$ cat config.mk
export PLATFORM = sky130hd
export DESIGN_NAME = spring_chain_solver
export DESIGN_NICKNAME = d
export VERILOG_FILES = /design/src/rtl/spring_chain_solver.sv
export SDC_FILE = /design/constraint.sdc
export NUM_CORES = 2
export LEC_CHECK = 0
export CAP_MARGIN = 20
export CELL_PAD_IN_SITES_DETAIL_PLACEMENT = 0
export CELL_PAD_IN_SITES_GLOBAL_PLACEMENT = 1
export CORE_ASPECT_RATIO = 1.1
export CORE_MARGIN = 8
export CORE_UTILIZATION = 35
export DETAILED_ROUTE_END_ITERATION = 16
export PLACE_DENSITY_LB_ADDON = 0.1
export RECOVER_POWER = 100
export SLEW_MARGIN = 20
export SYNTH_ARGS = -nofsm -noshare
export SYNTH_HDL_FRONTEND = slang
export SYNTH_SLANG_ARGS = --single-unit
$ cat constraint.sdc
create_clock -name clock -period 17.1 [get_ports clock]
set_input_delay 2.565 -clock clock [delete_from_list [all_inputs] [get_ports clock]]
set_output_delay 2.565 -clock clock [all_outputs]
set_load 0.01 [all_outputs]
$ cat src/rtl/spring_chain_solver.sv
// Spring/damper chain integrated by explicit Euler in 2.16 fixed point, one mass per cycle,
// plotting the selected mass's position as one pixel per step over an Avalon master write.
//   state  | meaning
//   IDLE   | waiting; init_we loads a mass, run starts a step
//   CALC   | one mass per cycle into the shadow arrays
//   COMMIT | shadow -> committed arrays, pixel address latched
//   WRITE  | pixel write held until bus_ack
module spring_chain_solver #(
    parameter int          N_MASS     = 4,
    parameter int          WIDTH      = 18,
    parameter logic [31:0] VIDEO_BASE = 32'h0800_0000,
    parameter int          Y_SHIFT    = 12,
    parameter int          Y_OFFSET   = 32,
    parameter logic [7:0]  COLOR      = 8'hFF,
    localparam int         IDX_W      = (N_MASS > 1) ? $clog2(N_MASS) : 1
) (
    input  logic                    clock,
    input  logic                    reset,
    input  logic                    run,
    input  logic [3:0]              dt,
    input  logic signed [WIDTH-1:0] k_m,
    input  logic signed [WIDTH-1:0] kmid_m,
    input  logic signed [WIDTH-1:0] d_m,
    input  logic                    init_we,
    input  logic [IDX_W-1:0]        init_idx,
    input  logic signed [WIDTH-1:0] init_pos,
    input  logic signed [WIDTH-1:0] init_vel,
    input  logic [IDX_W-1:0]        plot_sel,
    input  logic                    bus_ack,
    output logic [31:0]             bus_addr,
    output logic                    bus_write,
    output logic [31:0]             bus_write_data,
    output logic [3:0]              bus_byte_enable,
    output logic                    busy,
    output logic signed [WIDTH-1:0] plot_pos,
    output logic [31:0]             step_count
);

    localparam int FRAC = 16;
    localparam int EW   = WIDTH + 3;
    localparam logic signed [WIDTH-1:0] W_MAX = {1'b0, {(WIDTH-1){1'b1}}};
    localparam logic signed [WIDTH-1:0] W_MIN = {1'b1, {(WIDTH-1){1'b0}}};

    typedef enum logic [1:0] {S_IDLE, S_CALC, S_COMMIT, S_WRITE} state_t;

    state_t state, state_nx;
    logic   init_en, start, calc_en, commit_en, write_done;

    logic signed [WIDTH-1:0] pos    [N_MASS];
    logic signed [WIDTH-1:0] vel    [N_MASS];
    logic signed [WIDTH-1:0] pos_sh [N_MASS];
    logic signed [WIDTH-1:0] vel_sh [N_MASS];
    logic [IDX_W-1:0]        idx;
    logic [9:0]              x_coord;

    function automatic logic signed [WIDTH-1:0] smul(input logic signed [WIDTH-1:0] a,
                                                     input logic signed [WIDTH-1:0] b);
        logic signed [2*WIDTH-1:0] p;
        p = (2*WIDTH)'(a) * (2*WIDTH)'(b);
        return p[FRAC+WIDTH-1:FRAC];
    endfunction

    function automatic logic signed [WIDTH-1:0] sat(input logic signed [EW-1:0] a);
        if (a > EW'(W_MAX))
            return W_MAX;
        else if (a < EW'(W_MIN))
            return W_MIN;
        else
            return a[WIDTH-1:0];
    endfunction

    always_ff @(posedge clock or posedge reset) begin
        if (reset)
            state <= S_IDLE;
        else
            state <= state_nx;
    end

    always_comb begin
        state_nx   = state;
        init_en    = 1'b0;
        start      = 1'b0;
        calc_en    = 1'b0;
        commit_en  = 1'b0;
        write_done = 1'b0;
        case (state)
            S_IDLE: begin
                if (init_we) begin
                    init_en = 1'b1;
                end else if (run) begin
                    start    = 1'b1;
                    state_nx = S_CALC;
                end
            end
            S_CALC: begin
                calc_en = 1'b1;
                if (32'(idx) == 32'(N_MASS - 1))
                    state_nx = S_COMMIT;
            end
            S_COMMIT: begin
                commit_en = 1'b1;
                state_nx  = S_WRITE;
            end
            S_WRITE: begin
                if (bus_ack) begin
                    write_done = 1'b1;
                    state_nx   = S_IDLE;
                end
            end
            default: state_nx = S_IDLE;
        endcase
    end

    // Absent neighbours reuse x_i so their coupling term is exactly zero.
    logic [31:0]             idx_ext;
    logic signed [WIDTH-1:0] x_i, v_i, x_prev, x_next;
    logic signed [WIDTH-1:0] t_k, t_d, t_l, t_r;
    logic signed [EW-1:0]    f_sum, f_sh, v_sum, x_sum;
    logic signed [WIDTH-1:0] pos_nx, vel_nx;

    always_comb begin
        idx_ext = 32'(idx);
        x_i     = pos[idx];
        v_i     = vel[idx];
        x_prev  = (idx_ext != 32'd0) ? pos[idx - 1'b1] : x_i;
        x_next  = (idx_ext < 32'(N_MASS - 1)) ? pos[idx + 1'b1] : x_i;
        t_k     = smul(k_m, x_i);
        t_d     = smul(d_m, v_i);
        t_l     = smul(kmid_m, x_prev - x_i);
        t_r     = smul(kmid_m, x_next - x_i);
        f_sum   = EW'(t_l) + EW'(t_r) - EW'(t_k) - EW'(t_d);
        f_sh    = f_sum >>> dt;
        v_sum   = EW'(v_i) + f_sh;
        x_sum   = EW'(x_i) + (EW'(v_i) >>> dt);
        vel_nx  = sat(v_sum);
        pos_nx  = sat(x_sum);
    end

    logic [IDX_W-1:0]        sel;
    logic signed [WIDTH-1:0] p_new;
    logic signed [31:0]      p_ext, y_raw;
    logic [31:0]             y_cl, addr_nx;

    always_comb begin
        sel   = (32'(plot_sel) < 32'(N_MASS)) ? plot_sel : '0;
        p_new = pos_sh[sel];
        p_ext = 32'(p_new);
        y_raw = (p_ext >>> Y_SHIFT) + Y_OFFSET;
        if (y_raw < 0)
            y_cl = 32'd0;
        else if (y_raw > 479)
            y_cl = 32'd479;
        else
            y_cl = y_raw;
        addr_nx = VIDEO_BASE + 32'(x_coord) + (y_cl << 10);
    end

    always_ff @(posedge clock or posedge reset) begin
        if (reset) begin
            for (int i = 0; i < N_MASS; i++) begin
                pos[i]    <= '0;
                vel[i]    <= '0;
                pos_sh[i] <= '0;
                vel_sh[i] <= '0;
            end
            idx        <= '0;
            x_coord    <= '0;
            step_count <= '0;
            bus_addr   <= '0;
            bus_write  <= 1'b0;
        end else begin
            if (init_en && (32'(init_idx) < 32'(N_MASS))) begin
                pos[init_idx] <= init_pos;
                vel[init_idx] <= init_vel;
            end
            if (start)
                idx <= '0;
            if (calc_en) begin
                pos_sh[idx] <= pos_nx;
                vel_sh[idx] <= vel_nx;
                idx         <= idx + 1'b1;
            end
            if (commit_en) begin
                pos       <= pos_sh;
                vel       <= vel_sh;
                bus_addr  <= addr_nx;
                bus_write <= 1'b1;
            end
            if (write_done) begin
                bus_write  <= 1'b0;
                step_count <= step_count + 32'd1;
                x_coord    <= (x_coord == 10'd639) ? 10'd0 : x_coord + 10'd1;
            end
        end
    end

    assign busy            = (state != S_IDLE);
    assign plot_pos        = pos[sel];
    assign bus_write_data  = {24'b0, COLOR};
    assign bus_byte_enable = 4'b0001;

endmodule

==> flow_summary.json <==
{
  "clock_latency_ns": 0.54,
  "rsz0062_at_grt": "no",
  "slowest_delay_ns": 0.67,
  "core_area_um2": 196800,
  "syn_area_per_cell_um2": 9.231,
  "holdPathEnd": "step_count[31]$_DFFE_PP0P_",
  "cts_tree": "built",
  "yosys_register_bits": 352,
  "gr-usage-all-layers_pct": 21.22,
  "drcViolationCount": 0,
  "synth-edff-count": 0,
  "die_y_um": 481.9,
  "route.met3.wl_um": 7864,
  "htree_levels": 2,
  "fin_worst_skew_ns": 0.02879,
  "initial_utilization_pct": 35.09,
  "antenna_found_initial": 15,
  "finalCriticalPeriod_ns": 16.19,
  "clkTransAtPathRegs_ns": 0.06,
  "hold_class": "flip-flop to flip-flop",
  "grt_first_pass_wirelength_um": 348500,
  "avgViaCountPerCell": 5.024,
  "r2r-end": "vel_sh[52]$_DFFE_PP0P_",
  "min_from": "step_count[31]$_DFFE_PP0P_",
  "drt_iter0_markers": 3093,
  "wl_met2_um": 111000,
  "cts-buffers-inserted": 37,
  "whs_path_depth": 1,
  "fin_crit_sh_pct": 94.67,
  "crit_arrival_ns": 16.59,
  "timing.fmax_mhz": 61.77,
  "synthMostInstantiatedCell": "inv_1",
  "drive_gt1_share_pct": 6.503,
  "timing.rr.start": "idx[0]$_DFFE_PP0P_",
  "die_x_um": 439.6,
  "cts_buffer_depth": 3,
  "critical_path.top_delay_family": "compound AO/OA/AOI/OAI gates",
  "synthesis.area_um2": 69070,
  "worst_pin_slew_ns": 6.260,
  "grt_pass1_vias": 55570,
  "worstPathMaxFanout": 68,
  "syn_inst": 7482,
  "slowest_stage": "or4b_2",
  "clockRootBuffer": "clkbuf_16",
  "ys_warn_count": 0,
  "fin_tns_setup_ns": 0,
  "seqCellArea_um2": 8813,
  "outcome": "complete, but fails checks",
  "async_flop_share_pct": 100.0,
  "setup_violations": 0,
  "multi_input_area_um2": 53620,
  "top_layer": "met5",
  "rows": 171,
  "worstPathRequired_ns": 17.50,
  "slew_headroom_pct": -319.6,
  "critPathLaunchType": "flip-flop",
  "synth_common_cells": "inv_1, fa_1, nand2_1",
  "yosysSeqAreaShare_pct": 12.75,
  "ant_nets": 0,
  "area_growth_pct": 9.146,
  "criticalPathCategory": "flip-flop to flip-flop",
  "synth_area_leaders": "fa_1, dfrtp_1, ha_1",
  "wire_per_inst_um": 22.09,
  "postCtsHoldBufs": 0,
  "ioPinCount": 223,
  "hpwl_um": 177600,
  "yosysTopAreaCellShare_pct": 37.59,
  "max-cap-violations": 15,
  "grt_overflow": 0,
  "r2r_setup_slack_ns": 0.91,
  "port_buffers": 171,
  "drt-met1-wl_um": 100200,
  "cp-end-kind": "flip-flop",
  "vias": 50850,
  "die_area_um2": 211800,
  "synth.distinct_cells": 91,
  "violations": "capacitance limit, slew limit",
  "synth_top_area_cell": "fa_1",
  "layout.nets": 9337,
  "cts.sinks": 352,
  "drt-total-wl_um": 223500,
  "path_buf_inv": 9,
  "gp_congestion": 0.8632,
  "slew_violations": 775,
  "synth_ff_type": "dfrtp_1",
  "r2r_cells": 57,
  "hold_viol_final": 0,
  "nFillCells": 20220,
  "grt_max_degree": 137,
  "drtPass1Iterations": 5,
  "cpMostUsedCell": "fa_1"
}
worst max path at each step:
stage	start	to	slack, ns	cells after the start
floorplan	idx[0]$_DFFE_PP0P_	vel_sh[21]$_DFFE_PP0P_	0.06	66
global placement	idx[0]$_DFFE_PP0P_	vel_sh[25]$_DFFE_PP0P_	0.39	59
detailed placement	idx[0]$_DFFE_PP0P_	vel_sh[45]$_DFFE_PP0P_	0.30	61
CTS	idx[0]$_DFFE_PP0P_	vel_sh[63]$_DFFE_PP0P_	0.23	61
global route	idx[0]$_DFFE_PP0P_	vel_sh[44]$_DFFE_PP0P_	0.02	61
finish	idx[0]$_DFFE_PP0P_	vel_sh[52]$_DFFE_PP0P_	0.91	57
registers in the layout, indices dropped and copies added (netlist names):
signal,flops
pos,72
state,2
x_coord,10
pos_sh,72
bus_write,1
vel_sh,72
bus_addr,17
idx,2
step_count,32
vel,72
area by class of cell:
class / count / share of cell area [%]
diodes: 6 / 0.01992
clock buffers: 55 / 1.426
clock inverters: 10 / 0.1577
inverters: 1396 / 6.952
multi-input cells: 5334 / 71.13
flip-flops and latches: 352 / 11.69
well taps: 2595 / 4.307
repair buffers: 373 / 4.317
per-layer routing:
layer	global-route usage, %	vias to the layer above
met4	3.442	6
met2	37.32	950
met3	1.723	174
li1	-	23090
met5	0	-
met1	29.13	26620
through the flow:
step / worst slack [ns] / area [um2] / hold slack, ns / cells / utilization (%)
after floorplan: 0.05736 / 69250 / 0.4507 / 7531 / -
after global routing: 0.01628 / 75370 / 0.4979 / 10120 / 38.29
after global placement: 0.3891 / 74150 / 0.4545 / 10050 / 37.67
after CTS: 0.2300 / 75350 / 0.4811 / 10110 / 38.28
final: 0.9114 / 75390 / 0.4718 / 10120 / 38.30
after detailed placement: 0.3046 / 74150 / 0.4541 / 10050 / 37.67
placed cells by master (no fill, tap or decap), types with 36 or more instances in the layout:
cell type,instances
conb_1,51
dfrtp_1,350
inv_1,1393
mux4_2,109
nand2_1,1277
a22oi_1,112
o21a_1,44
buf_4,182
and3_1,47
a221o_1,36
nor2b_1,44
nand3_1,44
nor2_1,212
o21ai_0,154
clkdlybuf4s50_1,95
nor3_1,41
clkbuf_16,39
xor2_1,65
xnor2_1,140
fa_1,1297
a21oi_1,170
a21o_1,46
nand2b_1,123
o211ai_1,64
and2_1,426
dlygate4sd3_1,73
ha_1,441
cells by family (layout without fill, tap and decap cells):
| logic type | count (synthesis) | count (layout) | synth area share [%] |
|---|---|---|---|
| muxes | 169 | 169 | 4.471 |
| other | 2 | 57 | 0.01087 |
| DFF | 352 | 352 | 12.75 |
| adders and majority gates | 1740 | 1740 | 45.62 |
| and+or+nand+nor | 2331 | 2331 | 15.67 |
| buffers and inverters | 1845 | 1834 | 10.38 |
| xor gates and xnor gates | 228 | 228 | 2.949 |
| AOI/OAI and AO/OA | 815 | 815 | 8.152 |
repair_timing:
| action | in CTS | in global routing |
|---|---|---|
| hold endpoints to repair | 0 | 0 |
| setup buffers | 0 | 4 |
| resized for setup | 0 | 17 |
| endpoints found under the setup margin | 0 | 72 |
Power is left out: the tool's default activity adds up to more than one toggle a clock period on the data nets, which glitch-free logic cannot reach.
